==> config.mk <==
export PLATFORM = sky130hd
export DESIGN_NAME = ps2_tx
export DESIGN_NICKNAME = d
export VERILOG_FILES = /design/src/rtl/ps2_tx.sv
export SDC_FILE = /design/constraint.sdc
export NUM_CORES = 1
export LEC_CHECK = 0
export CAP_MARGIN = 20
export CORE_UTILIZATION = 55
export DETAILED_ROUTE_END_ITERATION = 6
export PLACE_DENSITY_LB_ADDON = 0.15
export SLEW_MARGIN = 10
export SYNTH_ARGS = -nofsm -noshare
export SYNTH_HDL_FRONTEND = slang
export SYNTH_SLANG_ARGS = --single-unit
==> constraint.sdc <==
create_clock -name clk -period 2.7 [get_ports clk]
set_clock_uncertainty 0.05 [all_clocks]
set_input_delay 0.81 -clock clk [delete_from_list [all_inputs] [get_ports clk]]
set_output_delay 0.81 -clock clk [all_outputs]
set_load 0.05 [all_outputs]
==> src/rtl/ps2_tx.sv <==
// PS/2 host-to-device transmitter: inhibits the bus, issues a request-to-send,
// shifts out one command byte on device clock edges and collects the ACK bit.
module ps2_tx #(
  parameter int unsigned INHIBIT_CYCLES = 5000,
  parameter int unsigned SETUP_CYCLES   = 16,
  parameter int unsigned TIMEOUT_CYCLES = 750000
) (
  input  logic       clk,
  input  logic       rst,
  input  logic       ps2_clk,
  input  logic       ps2_data,
  input  logic [7:0] tx_byte,
  input  logic       tx_start,
  output logic       ps2_clk_oe,
  output logic       ps2_data_oe,
  output logic       tx_busy,
  output logic       tx_done,
  output logic       tx_err
);

  localparam int unsigned MAX_A   = (INHIBIT_CYCLES > SETUP_CYCLES) ? INHIBIT_CYCLES : SETUP_CYCLES;
  localparam int unsigned MAX_CNT = (MAX_A > TIMEOUT_CYCLES) ? MAX_A : TIMEOUT_CYCLES;
  localparam int unsigned CW      = $clog2(MAX_CNT + 1);

  localparam logic [CW-1:0] INH_LAST = CW'(INHIBIT_CYCLES - 1);
  localparam logic [CW-1:0] SET_LAST = CW'(SETUP_CYCLES - 1);
  localparam logic [CW-1:0] TO_LAST  = CW'(TIMEOUT_CYCLES - 1);
  localparam logic [CW-1:0] TO_FULL  = CW'(TIMEOUT_CYCLES);

  typedef enum logic [2:0] {
    IDLE,
    INHIBIT,
    REQUEST,
    SHIFT,
    ACK,
    WAIT_IDLE
  } state_t;

  state_t        state, state_nxt;
  logic [2:0]    clk_sync, data_sync;
  logic [CW-1:0] cnt, cnt_nxt;
  logic [3:0]    edge_cnt, edge_cnt_nxt;
  logic [7:0]    byte_q, byte_nxt;
  logic          parity_q, parity_nxt;
  logic          nack_q, nack_nxt;
  logic          clk_oe_nxt, data_oe_nxt;
  logic          clk_fall, clk_s, data_s;

  assign clk_fall = ~clk_sync[1] & clk_sync[2];
  assign clk_s    = clk_sync[2];
  assign data_s   = data_sync[2];
  assign tx_busy  = (state != IDLE);

  always_ff @(posedge clk or negedge rst) begin
    if (!rst) begin
      state       <= IDLE;
      clk_sync    <= '0;
      data_sync   <= '0;
      cnt         <= '0;
      edge_cnt    <= '0;
      byte_q      <= '0;
      parity_q    <= 1'b0;
      nack_q      <= 1'b0;
      ps2_clk_oe  <= 1'b0;
      ps2_data_oe <= 1'b0;
    end else begin
      state       <= state_nxt;
      clk_sync    <= {clk_sync[1:0], ps2_clk};
      data_sync   <= {data_sync[1:0], ps2_data};
      cnt         <= cnt_nxt;
      edge_cnt    <= edge_cnt_nxt;
      byte_q      <= byte_nxt;
      parity_q    <= parity_nxt;
      nack_q      <= nack_nxt;
      ps2_clk_oe  <= clk_oe_nxt;
      ps2_data_oe <= data_oe_nxt;
    end
  end

  always_comb begin
    state_nxt    = state;
    cnt_nxt      = cnt;
    edge_cnt_nxt = edge_cnt;
    byte_nxt     = byte_q;
    parity_nxt   = parity_q;
    nack_nxt     = nack_q;
    clk_oe_nxt   = ps2_clk_oe;
    data_oe_nxt  = ps2_data_oe;
    tx_done      = 1'b0;
    tx_err       = 1'b0;

    case (state)
      IDLE: begin
        clk_oe_nxt  = 1'b0;
        data_oe_nxt = 1'b0;
        if (tx_start) begin
          byte_nxt   = tx_byte;
          parity_nxt = ~^tx_byte;
          nack_nxt   = 1'b0;
          cnt_nxt    = '0;
          clk_oe_nxt = 1'b1;
          state_nxt  = INHIBIT;
        end
      end

      INHIBIT: begin
        if (cnt == INH_LAST) begin
          cnt_nxt     = '0;
          data_oe_nxt = 1'b1;
          state_nxt   = REQUEST;
        end else begin
          cnt_nxt = cnt + CW'(1);
        end
      end

      REQUEST: begin
        if (cnt == SET_LAST) begin
          cnt_nxt      = '0;
          clk_oe_nxt   = 1'b0;
          edge_cnt_nxt = '0;
          state_nxt    = SHIFT;
        end else begin
          cnt_nxt = cnt + CW'(1);
        end
      end

      default: begin
        cnt_nxt = cnt + CW'(1);
        if (cnt == TO_FULL) begin
          tx_done     = 1'b1;
          tx_err      = 1'b1;
          clk_oe_nxt  = 1'b0;
          data_oe_nxt = 1'b0;
          state_nxt   = IDLE;
        end else begin
          case (state)
            SHIFT: begin
              if (clk_fall) begin
                edge_cnt_nxt = edge_cnt + 4'd1;
                if (edge_cnt == 4'd9) begin
                  data_oe_nxt = 1'b0;
                  state_nxt   = ACK;
                end else if (edge_cnt == 4'd8) begin
                  data_oe_nxt = ~parity_q;
                end else begin
                  data_oe_nxt = ~byte_q[edge_cnt[2:0]];
                end
              end
            end
            ACK: begin
              if (clk_fall) begin
                nack_nxt  = data_s;
                state_nxt = WAIT_IDLE;
              end
            end
            WAIT_IDLE: begin
              if (clk_s && data_s) begin
                tx_done   = 1'b1;
                tx_err    = nack_q;
                state_nxt = IDLE;
              end
            end
            default: ;
          endcase
          // Lines are released one cycle ahead of the abort so the error pulse
          // coincides with both registered enables already at 0.
          if (cnt == TO_LAST) begin
            clk_oe_nxt  = 1'b0;
            data_oe_nxt = 1'b0;
          end
        end
      end
    endcase
  end

endmodule
## After elaboration in Yosys (flattened, before gate mapping)

Cells that the tools add are included.

| word-level totals | value |
|---|---|
| bits in registers | 45 |
| input port bits | 13 |

| operators by class | value |
|---|---|
| $add $sub $neg | 2 |
| $lt $le $gt $ge | 1 |
| equal/unequal tests | 20 |
| muxes and demuxes | 47 |
| bitwise gates (word level) | 8 |
| reductions and logical operators | 21 |

Operators with widths:

| operator | number |
|---|---|
| 2-to-1 mux 20 bit | 3 |
| one-hot mux 20 bit (3 select lines) | 1 |
| equality test 20 bit, second input constant | 2 |
| 2-to-1 mux 1 bit | 24 |
| 2-to-1 mux 3 bit | 8 |
| != test 6 bit, second input constant | 4 |
| adder 20 x 1 -> 20 bit, second input constant | 1 |
| equality test 20 x 13 -> 1 bit, second input constant | 1 |
| equality test 20 x 4 -> 1 bit, second input constant | 1 |
| one-hot mux 3 bit (3 select lines) | 2 |
| 2-to-1 mux 4 bit | 4 |
| AND reduction 5 bit | 2 |
| nonzero test 5 bit | 2 |
| equality test 4 bit, second input constant | 2 |
| one-hot mux 4 bit (2 select lines) | 1 |
| AND reduction 8 bit | 1 |
| nonzero test 2 bit | 4 |
| XNOR reduction 8 bit | 1 |
| inverter 1 bit | 7 |
| nonzero test 7 bit | 1 |
| equality test 3 x 2 -> 1 bit, second input constant | 2 |
| equality test 3 bit, second input constant | 2 |
| != test 2 bit, second input constant | 3 |
| one-hot mux 1 bit (3 select lines) | 2 |
| 16 further kinds | 18 |

## Longest topological paths before layout

| depth | value |
|---|---|
| depth after elaboration | 10 |
| depth in mapped cells | 8 |
| depth with buffers taken out | 7 |

## Worst setup path after synthesis

OpenSTA, ideal clock, no wires.

| timing | value |
|---|---|
| path type | reg2out |
| start point | reg cnt[11] |
| end point | out tx_err |
| arrival time | 3.543 ns |
| setup slack | -1.703 ns |
| stages on the path, launching flop included | 6 |
| path buffers | 0 |
| cells stage by stage | dfrtp_1 or4_4 nor4_2 nand2_1 a21oi_1 a21boi_0 |

| between the ends | value |
|---|---|
| cells in the longest elaborated chain, start to end | 3 |

RTL lines:

| item | RTL line | RTL |
|---|---|---|
| start: declaration | 41 | `logic [CW-1:0] cnt, cnt_nxt;` |
| start signal: assignment | 70 | `cnt <= cnt_nxt;` |
| equality test 20 bit | 129 | `if (cnt == TO_FULL) begin` |
| 2-to-1 mux 1 bit | 129 |  |
| 2-to-1 mux 1 bit | 92 | `case (state)` |
| end: declaration | 18 | `output logic tx_err` |

Every way passes these cells.

## Final worst setup path

| timing | value |
|---|---|
| start point | reg cnt[6] |
| end point | out tx_err |

Same word-level chain as after synthesis.

==> run_results.csv <==
group,metric,value,unit
synthesis,synth_ff_type,"dfrtp_1",
synthesis,synthCells,276,
synthesis,yosys.area.top_type,"dfrtp_1",
setup_path,rr_endpoint,"state[1]$_DFFE_PN0P_",
timing,maxSlewViolCount,0,
min_path,hold_depth,0,
setup_path,cp_data_required_time,1.84,ns
run_status,status,"finished, violations left",
min_path,hp-class,"reg -> reg",
timing,finalWorstSetupSlack,-0.300,ns
finish,fin_util,0.730,
setup_path,cp_max_fo,3,
finish,nets,340,
synthesis,yosysWarningCount,0,
cts,cts_hold_buf,0,
routing,drt_iter0_drc,220,
grt,grt_pass1_vias,2170,
synthesis,syn_nets,294,
routing,totalWireLength,6130,um
timing,fin_crit,3.00,ns
setup_path,startpoint_type,"flip-flop",
setup_path,worst_setup_path_end_kind,"output port",
routing,via_count,2275,
pwr,p_comb_frac,0.358,
pwr,pwr-share-clk,0.239,
placement,dp_hpwl,4540,um
cts,clk_latency,0.30,ns
synthesis,synth_edf_count,0,
grt,grt_antenna_before_repair,0,
pwr,p_leak,1.38,nW
flow_run,drv_cap,0,
min_path,min_from,"data_sync[1]$_DFF_PN0_",
finish,fillers,323,
pwr,power,2.22,mW
synthesis,syn_area_per_cell,9.56,um^2
finish,area_growth,23.9,%
grt,grt_usage,0.271,
routing,drcViolationCount,1,
setup_path,rr_startpoint,"cnt[6]$_DFFE_PN0P_",
floorplan,die-area,5080,um^2
routing,first_pass_iters,7,
pwr,p_per_area,680,nW/um^2
pwr,power.internal,1.48,mW
synthesis,ys_ff_latch,45,
setup_path,r2r_slack,0.09,ns
setup_path,r2r_cells,7,
synthesis,synth_commonest_cells,"dfrtp_1, nor2_1, nand2_1, inv_1, xor2_1",
finish,drive_gt1_frac,0.223,
placement,port_buffers,17,
timing,hold_viol_final,0,
synthesis,synthTopCellsByArea,"dfrtp_1, nor2_1, xor2_1, xnor2_1, mux2_2",
min_path,hold_end,"data_sync[2]$_DFF_PN0_",
timing,worst_slew_pin_slew,0.863,ns
routing,post_drt_wl_per_cell,16.3,um
synthesis,yosysTopAreaCellShare,0.427,
cts,cts_tree,"built",
run_status,violations,"DRC, setup timing",
placement,gp_congestion,0.887,
cts,cts_buffers,5,
routing,antenna_left,0,
finish,fin_cells,375,
timing,max_freq,333,MHz
placement,dp.cells,362,
cts,clock-sinks,45,
pwr,vdd_drop_max,0.000477,V
grt,grt_start_max_net_pins,28,
synthesis,seq_area_frac_synth,0.427,
pwr,seq_power_share,0.403,
floorplan,core,4470,um^2
floorplan,rows,24,
synthesis,synthArstFlopShare,1.00,
synthesis,synth_most_common_cell,"dfrtp_1",
floorplan,initial_core_util,0.589,
pwr,power.switching,0.739,mW
finish,insertedDiodeCount,0,
synthesis,synth_cell_types,51,
cts,cts_root_buf,"clkbuf_8",
timing,rsz0062_at_grt,"true",
pwr,p_sw_frac,0.333,
cts,clk_pin_slew,0.09,ns
cts,cts.htree.levels,2,
timing,max_slew_margin,0.423,
grt,grt_pass1_wl,10700,um
floorplan,ios,18,
floorplan,die_x,71.3,um
timing,setup_viol,2,
timing,fin_crit_sh,1.11,
grt,overflow,0,
routing,viasPerCell,6.07,
floorplan,die_h,71.3,um
setup_path,cp.arrival,2.14,ns
cts,clockBufferDepth,2,
setup_path,crit_type,"reg -> out",
synthesis,syn_area,2640,um^2
-- worst max-delay path: stages (launching register included) --
cell      delay (ns)
dfrtp_1         0.39
or4_4           0.56
nor4_4          0.23
a31oi_2         0.16
a21oi_4         0.14
a21boi_4        0.21
buf_12          0.15
-- registers in the layout (all words and copies together), names as in the netlist --
name / count
nack_q: 1
byte_q: 8
edge_cnt: 4
state: 3
ps2_clk_oe: 1
ps2_data_oe: 1
parity_q: 1
clk_sync: 3
data_sync: 3
cnt: 20
-- metal layers --
metal / share of wire / vias up / wire length, um / GRT usage
li1: - / 1076 / - / -
met1: 0.46 / 1091 / 2800 / 0.398
met2: 0.47 / 96 / 2870 / 0.417
met3: 0.058 / 12 / 356 / 0.0492
met4: 0.016 / 0 / 96 / 0.0756
met5: 0 / - / 0 / 0
-- worst max path at each step --
stage	to	start	cells after the start	slack, ns
after floorplan	tx_err	cnt[11]$_DFFE_PN0P_	5	-0.43
after global placement	tx_err	cnt[1]$_DFFE_PN0P_	8	-0.10
after detailed placement	tx_err	cnt[1]$_DFFE_PN0P_	8	-0.14
after CTS	tx_err	cnt[11]$_DFFE_PN0P_	6	-0.41
after global routing	tx_err	cnt[6]$_DFFE_PN0P_	6	-0.38
final	tx_err	cnt[6]$_DFFE_PN0P_	6	-0.30
-- stage by stage --
| stage | hold slack [ns] | TNS (ns) | cell area [um^2] | setup WS, ns |
|---|---|---|---|---|
| 2_1_floorplan | 0.281 | -0.426 | 2670 | -0.426 |
| 3_3_place_gp | 0.283 | -0.131 | 3080 | -0.102 |
| 3_5_place_dp | 0.286 | -0.503 | 3080 | -0.139 |
| 4_1_cts | 0.305 | -0.786 | 3230 | -0.410 |
| 5_1_grt | 0.308 | -0.717 | 3270 | -0.377 |
| 6_report | 0.303 | -0.571 | 3270 | -0.300 |
-- power groups by stage --
stage               clock network (mW)  logic (mW)  registers, mW
floorplan                            0       0.464          0.924
detailed placement                   0       0.761          0.902
finish                           0.531       0.795          0.895
CTS                              0.543       0.771          0.892
global route                     0.566       0.861          0.915
global placement                     0       0.743          0.897
-- cells by family after synthesis --
| kind of cell | after synthesis | synth area share |
|---|---|---|
| buffers and inverters | 23 | 0.0332 |
| xor gates and xnor gates | 25 | 0.0830 |
| muxes | 16 | 0.0745 |
| AOI/OAI and AO/OA | 42 | 0.109 |
| DFF | 45 | 0.427 |
| adders and majority gates | 5 | 0.0237 |
| and+or+nand+nor | 120 | 0.250 |
-- timing repair --
item	4_1_cts	5_1_grt
pin swaps	0	3
cloned	0	0
setup endpoints to repair	2	2
gates resized for setup	3	3
buffers inserted	2	3
-- cell usage in the layout (no fill, tap or decap), types with 3 or more instances in the layout --
cell and instances:
a21oi_1 8, and2_1 3, and3_1 6, and4_1 3, buf_4 32, clkbuf_8 6, clkdlybuf4s50_1 13, dfrtp_1 45
ha_1 5, inv_1 13, mux2_2 9, mux2i_1 5, nand2_1 19, nand3_1 11, nand4_1 8, nor2_1 33
nor2b_1 7, nor4_1 3, o21ai_0 8, or2_2 5, xnor2_1 12, xor2_1 13
-- cell type report --
type	count	area [um^2]	area share
Timing Repair Buffer	49	427	0.131
Clock inverter	2	37.5	0.0115
Multi-Input combinational cell	208	1480	0.453
Inverter	13	48.8	0.0149
Tap cell	52	65.1	0.0199
Clock buffer	6	82.6	0.0253
Sequential cell	45	1130	0.345
Power figures use the tool's default switching activity.
